$ cat src/rtl/adau_i2s_receiver_if.sv
// Frame output channel of the ADAU I2S receiver.
//   audio_out        {left, right} stereo frame, raw two's complement
//   audio_out_valid  audio_out holds an unconsumed frame
//   audio_out_ready  consumer accepts the frame when valid is also high
// master: the receiver (frame source); slave: the consumer.
interface adau_i2s_receiver_if #(
  parameter int unsigned SAMPLE_WIDTH = 24
);
  logic [2*SAMPLE_WIDTH-1:0] audio_out;
  logic                      audio_out_valid;
  logic                      audio_out_ready;

  modport master (
    output audio_out,
    output audio_out_valid,
    input  audio_out_ready
  );

  modport slave (
    input  audio_out,
    input  audio_out_valid,
    output audio_out_ready
  );
endinterface

$ cat src/rtl/adau_i2s_receiver.sv
// ADAU codec ADC capture: deserialises the I2S stream (MSB-first, left while lrclk low,
// one-bit delay after each lrclk change) and presents complete stereo frames over a
// valid/ready channel.
//   clk        SoC clock, must be >= 6x the bclk frequency
//   reset_n    asynchronous active-low reset
//   enable     high = capture; low = abort and resynchronise
//   bclk       serial bit clock (asynchronous to clk)
//   lrclk      word select (asynchronous), 0 = left, 1 = right
//   adc_sdata  serial ADC data (asynchronous)
//   overflow   sticky: a completed frame was dropped because the previous one was unconsumed
//   audio      frame output channel (master side)
module adau_i2s_receiver #(
  parameter int unsigned SAMPLE_WIDTH = 24,
  parameter int unsigned SLOT_WIDTH   = 32
) (
  input  logic                       clk,
  input  logic                       reset_n,
  input  logic                       enable,
  input  logic                       bclk,
  input  logic                       lrclk,
  input  logic                       adc_sdata,
  output logic                       overflow,
  adau_i2s_receiver_if.master        audio
);

  localparam int unsigned CntW = $clog2(SLOT_WIDTH + 1);
  localparam logic [CntW-1:0] CntMax    = CntW'(SLOT_WIDTH - 1);
  localparam logic [CntW-1:0] CntLast   = CntW'(SAMPLE_WIDTH - 1);
  localparam logic [CntW-1:0] CntSample = CntW'(SAMPLE_WIDTH);

  typedef enum logic [1:0] {
    StWaitSync,
    StLeft,
    StRight
  } st_e;

  // Synchronisers; bclk gets a third stage for rising-edge detection.
  logic [2:0] bclk_sync;
  logic [1:0] lr_sync;
  logic [1:0] sd_sync;

  always_ff @(posedge clk or negedge reset_n) begin
    if (!reset_n) begin
      bclk_sync <= '0;
      lr_sync   <= '0;
      sd_sync   <= '0;
    end else begin
      bclk_sync <= {bclk_sync[1:0], bclk};
      lr_sync   <= {lr_sync[0], lrclk};
      sd_sync   <= {sd_sync[0], adc_sdata};
    end
  end

  logic bclk_rise;
  logic lr_smp;
  logic sd_smp;

  // lrclk and data are taken from the same sync depth as the detected edge, so both
  // reflect the pin values just before the bclk rising edge.
  assign bclk_rise = bclk_sync[1] & ~bclk_sync[2];
  assign lr_smp    = lr_sync[1];
  assign sd_smp    = sd_sync[1];

  st_e                     st;
  logic [CntW-1:0]         bit_cnt;
  logic                    lr_prev;
  logic [SAMPLE_WIDTH-1:0] left_sr;
  logic [SAMPLE_WIDTH-1:0] right_sr;
  logic                    frame_done;

  always_ff @(posedge clk or negedge reset_n) begin
    if (!reset_n) begin
      st         <= StWaitSync;
      bit_cnt    <= '0;
      lr_prev    <= 1'b0;
      left_sr    <= '0;
      right_sr   <= '0;
      frame_done <= 1'b0;
    end else begin
      frame_done <= 1'b0;
      // lr_prev tracks the line even while disabled, so re-enabling mid-frame still
      // needs a genuine 1->0 edge before capture resumes.
      if (bclk_rise) begin
        lr_prev <= lr_smp;
      end
      if (!enable) begin
        st <= StWaitSync;
      end else if (bclk_rise) begin
        if (lr_smp != lr_prev) begin
          // Slot boundary: this bit is the previous slot's LSB/pad and is dropped.
          bit_cnt <= '0;
          case (st)
            StWaitSync: if (!lr_smp) st <= StLeft;
            StLeft:     if (lr_smp)  st <= StRight;
            StRight:    if (!lr_smp) st <= StLeft;
            default:    st <= StWaitSync;
          endcase
        end else begin
          if (bit_cnt != CntMax) begin
            bit_cnt <= bit_cnt + 1'b1;
          end
          if (bit_cnt < CntSample) begin
            if (st == StLeft) begin
              left_sr <= {left_sr[SAMPLE_WIDTH-2:0], sd_smp};
            end else if (st == StRight) begin
              right_sr <= {right_sr[SAMPLE_WIDTH-2:0], sd_smp};
              if (bit_cnt == CntLast) begin
                frame_done <= 1'b1;
              end
            end
          end
        end
      end
    end
  end

  // Output holding register. A frame completing in the same cycle the old one is
  // accepted replaces it without a valid gap.
  always_ff @(posedge clk or negedge reset_n) begin
    if (!reset_n) begin
      audio.audio_out       <= '0;
      audio.audio_out_valid <= 1'b0;
      overflow              <= 1'b0;
    end else if (frame_done) begin
      if (!audio.audio_out_valid || audio.audio_out_ready) begin
        audio.audio_out       <= {left_sr, right_sr};
        audio.audio_out_valid <= 1'b1;
      end else begin
        overflow <= 1'b1;
      end
    end else if (audio.audio_out_valid && audio.audio_out_ready) begin
      audio.audio_out_valid <= 1'b0;
    end
  end

endmodule

$ cat src/flat_wrapper.sv
// flat-port wrapper written by rule: the top's interface ports become plain ports
module adau_i2s_receiver_flat 
#(
  parameter int unsigned SAMPLE_WIDTH = 24,
  parameter int unsigned SLOT_WIDTH   = 32
)
  (clk, reset_n, enable, bclk, lrclk, adc_sdata, overflow, audio_audio_out, audio_audio_out_valid, audio_audio_out_ready);
  adau_i2s_receiver_if #(.SAMPLE_WIDTH(SAMPLE_WIDTH)) audio_i ();
  input  logic clk;
  input  logic reset_n;
  input  logic enable;
  input  logic bclk;
  input  logic lrclk;
  input  logic adc_sdata;
  output logic overflow;
  output wire logic [$bits(audio_i.audio_out)-1:0] audio_audio_out;
  output wire logic [$bits(audio_i.audio_out_valid)-1:0] audio_audio_out_valid;
  input wire logic [$bits(audio_i.audio_out_ready)-1:0] audio_audio_out_ready;
  assign audio_audio_out = audio_i.audio_out;
  assign audio_audio_out_valid = audio_i.audio_out_valid;
  assign audio_i.audio_out_ready = audio_audio_out_ready;
  adau_i2s_receiver #(.SAMPLE_WIDTH(SAMPLE_WIDTH), .SLOT_WIDTH(SLOT_WIDTH)) u_core (.clk(clk), .reset_n(reset_n), .enable(enable), .bclk(bclk), .lrclk(lrclk), .adc_sdata(adc_sdata), .overflow(overflow), .audio(audio_i));
endmodule
$ cat config.mk
export PLATFORM = sky130hd
export DESIGN_NAME = adau_i2s_receiver_flat
export DESIGN_NICKNAME = d
export VERILOG_FILES = /design/src/rtl/adau_i2s_receiver_if.sv /design/src/rtl/adau_i2s_receiver.sv /design/src/flat_wrapper.sv
export SDC_FILE = /design/constraint.sdc
export NUM_CORES = 1
export LEC_CHECK = 0
export CAP_MARGIN = 20
export CORE_UTILIZATION = 50
export DETAILED_ROUTE_END_ITERATION = 12
export GPL_ROUTABILITY_DRIVEN = 0
export PLACE_DENSITY = 0.72
export RECOVER_POWER = 100
export SKIP_CTS_REPAIR_TIMING = 1
export SLEW_MARGIN = 20
export SYNTH_ARGS = -nofsm -noshare
export SYNTH_HDL_FRONTEND = slang
export SYNTH_SLANG_ARGS = --single-unit
$ cat constraint.sdc
create_clock -name clk -period 1.7 [get_ports clk]
set_input_delay 0.255 -clock clk [delete_from_list [all_inputs] [get_ports clk]]
set_output_delay 0.255 -clock clk [all_outputs]
set_load 0.005 [all_outputs]
==> flow_summary.yaml <==
worst_setup_path:
  worstSetupStartpointType: "flop"
  critPathKind: "reg2out"
  endpoint_kind: "output pin"
  path_delay_family: "buffers and inverters"
  cp_slowest_cell: "clkdlybuf4s50_1"
  crit_arrival_ps: 1390
  worstPathRequired_ps: 1440
  crit_path_max_incr_delay_ps: 510
  path_buf_inv: 1
  path_cells: "clkdlybuf4s50_1"
  crit_fanout: 2
clocking:
  cts_root_buf: "clkbuf_8"
  clk_latency_ps: 510
  clockBufferDepth: 2
  cts_tree: "built"
  cts_buffers: 17
  clkTransAtPathRegs_ps: 50
  clock-sinks: 115
  cts-htree-levels: 4
global_routing:
  grt_max_degree: 55
  grt_pass1_wl_um: 12100
  antenna_found_initial: 0
  grt_use_total: 0.166
  grt_overflow_total: 0
  grt_pass1_vias: 2549
synthesis:
  postSynthCellCount: 285
  synth_edf_count: 0
  ys.flop_type: "dfrtp_1"
  yosys_warnings: 0
  synth-compound-area-share: 0.0292
  syn_area_um2: 4490
  avgSynthCellArea_um2: 15.8
  synthAdderAreaFrac: 0.00279
  synth_fp_nets: 293
  synth_top_family_by_area: "multiplexers"
  synth_xor_area_frac: 0.00808
  synthMuxAreaShare: 0.241
  synthArstFlopShare: 1.00
  yosysUniqueCellTypes: 34
  yosys_register_bits: 115
  synth-simple-area-share: 0.0546
  yosysSeqAreaShare: 0.641
layout:
  layout-drive-gt1-share: 0.382
  num-nets-final: 367
  diodes: 0
  syn_to_final_growth_pct: 27.7
sta:
  hold_ws_ps: 308
  finalCritPeriodShare: 0.965
  fmax_ghz: 0.610
  relSlewSlack: 0.195
  period_minus_slack_ps: 1640
  worst_slew_pin_slew_ps: 1210
  setup_viol: 0
  hold_violations: 0
  drv_slew: 0
  rsz0062_at_grt: "no"
  skew_ps: 9.79
power_and_ir_drop:
  finalPower_mw: 6.16
  p_seq_frac: 0.457
  pwr_density_cell_nw_per_um2: 1070
  leakage_nw: 2.80
  p_int_mw: 4.78
  power_frac_comb: 0.034
  pwr-share-clk: 0.509
  switching_power_mw: 1.38
  peakVddDrop_v: 0.000777
  switching_share: 0.224
die:
  initial_core_util: 0.515
  ioPinCount: 57
  rows: 34
  die_w_um: 96.8
  chipHeight_um: 96.8
  dieArea_um2: 9370
  core_area_um2: 8720
drt:
  drc: 0
  routed_via_density: 5.18
  wl_per_cell_um: 14.4
  dr.pass1.iters: 4
  first_iter_violations: 76
  wirelength_um: 6930
  drtAntennaViolNets: 0
  vias: 2485
place:
  hpwlAfterDp_um: 4550
  port_buffers: 56
outcome:
  status: "finished, final reports clean"
min_path:
  hold_class: "in2reg"
job:
  maxCapViolCount: 0
-- cells in the mapped netlist (2+ instances only) --
| library cell | instances | area [um^2] |
|---|---|---|
| o21ai_0 | 4 | 20.0 |
| nor4b_1 | 2 | 17.5 |
| nand2b_1 | 3 | 18.8 |
| dfrtp_1 | 115 | 2880 |
| buf_6 | 5 | 56.3 |
| nand2_1 | 8 | 30.0 |
| nor2b_1 | 2 | 12.5 |
| mux2_2 | 96 | 1080 |
| nand4_4 | 2 | 42.5 |
| a21oi_1 | 6 | 30.0 |
| buf_2 | 5 | 25.0 |
| o2111ai_1 | 2 | 17.5 |
| a31o_2 | 2 | 17.5 |
| nand3b_1 | 4 | 30.0 |
| nand3_1 | 6 | 30.0 |
| inv_1 | 4 | 15.0 |
| o21bai_1 | 2 | 15.0 |
-- per-stage QoR --
step	area [um^2]	setup slack [ps]	setup TNS [ps]	instances	utilization
global route	5740	5.37	0	480	0.658
CTS	5770	39.1	0	479	0.661
detailed placement	5230	-81.3	-3290	447	0.600
finish	5740	59.9	0	480	0.658
floorplan	4490	197	0	285	-
global placement	5230	-60.7	-2710	447	0.600
-- per-layer routing --
layer / track usage / wire [um]
met2: 0.245 / 3330
met5: 0 / 0
met3: 0.0484 / 213
met4: 0.0930 / 131
met1: 0.222 / 3250
-- power by group through the flow --
stage                     combinational, mW  sequential (mW)  clock (mW)
final                                 0.209             2.82        3.14
after global routing                  0.239             2.82        3.33
after CTS                             0.217             2.82        3.20
after detailed placement              0.216             2.87           0
after global placement                0.211             2.86           0
after floorplan                       0.116             2.86           0
-- cell families (layout without fill, tap and decap cells) --
family          count (synthesis)  in the layout
compound gates                 20             20
flops                         115            115
simple gates                   35             35
mux                            96             96
fa+ha+maj                       1              1
buf+inv                        16            103
xor+xnor                        2              2
-- sequential cells by signal, indices dropped and copies added, names as in the netlist --
register,flops
u_core.lr_sync,2
u_core.overflow,1
u_core.sd_sync,2
u_core.st,2
u_core.bit_cnt,6
u_core.frame_done,1
u_core.left_sr,24
u_core.lr_prev,1
u_core.audio.audio_out,48
u_core.audio.audio_out_valid,1
u_core.right_sr,24
u_core.bclk_sync,3
-- cell usage in the layout (no fill, tap or decap), drive strengths merged, types with 2 or more instances in the layout --
master	netlist	final
dfrtp	115	115
mux2	96	96
clkdlybuf4s50	0	52
clkbuf	1	22
nand2	8	8
clkinv	0	7
buf	11	7
nand3	6	6
a21oi	6	6
clkinvlp	0	5
inv	4	5
nand3b	4	4
o21ai	4	4
dlygate4sd3	0	4
nand2b	3	3
nand4	3	3
nor2b	2	2
nor4b	2	2
a31o	2	2
o2111ai	2	2
o21bai	2	2
-- area by class of cell --
cell class                      instances  area, um^2
Fill cell                             645        2990
Sequential cell                       115        2880
Multi-Input combinational cell        154        1510
Timing Repair Buffer                   67         666
Clock buffer                           18         418
Tap cell                              108         135
Clock inverter                         14         115
Inverter                                4        15.0
-- final timing paths --
check | startpoint | end | slack, ps | cells after the start
worst min register to register | u_core.lr_sync[0] | u_core.lr_sync[1] | 350 | 0
worst max-delay path | u_core.audio.audio_out[3] | audio_audio_out[3] | 60 | 1
worst max register to register | u_core.bclk_sync[1] | u_core.right_sr[7] | 130 | 4
min in group asynchronous | reset_n | u_core.audio.audio_out[11] | 520 | 2
max in group asynchronous | reset_n | u_core.audio.audio_out[27] | 310 | 3
worst min-delay path | lrclk | u_core.lr_sync[0] | 310 | 1
Power figures use the tool's default switching activity.
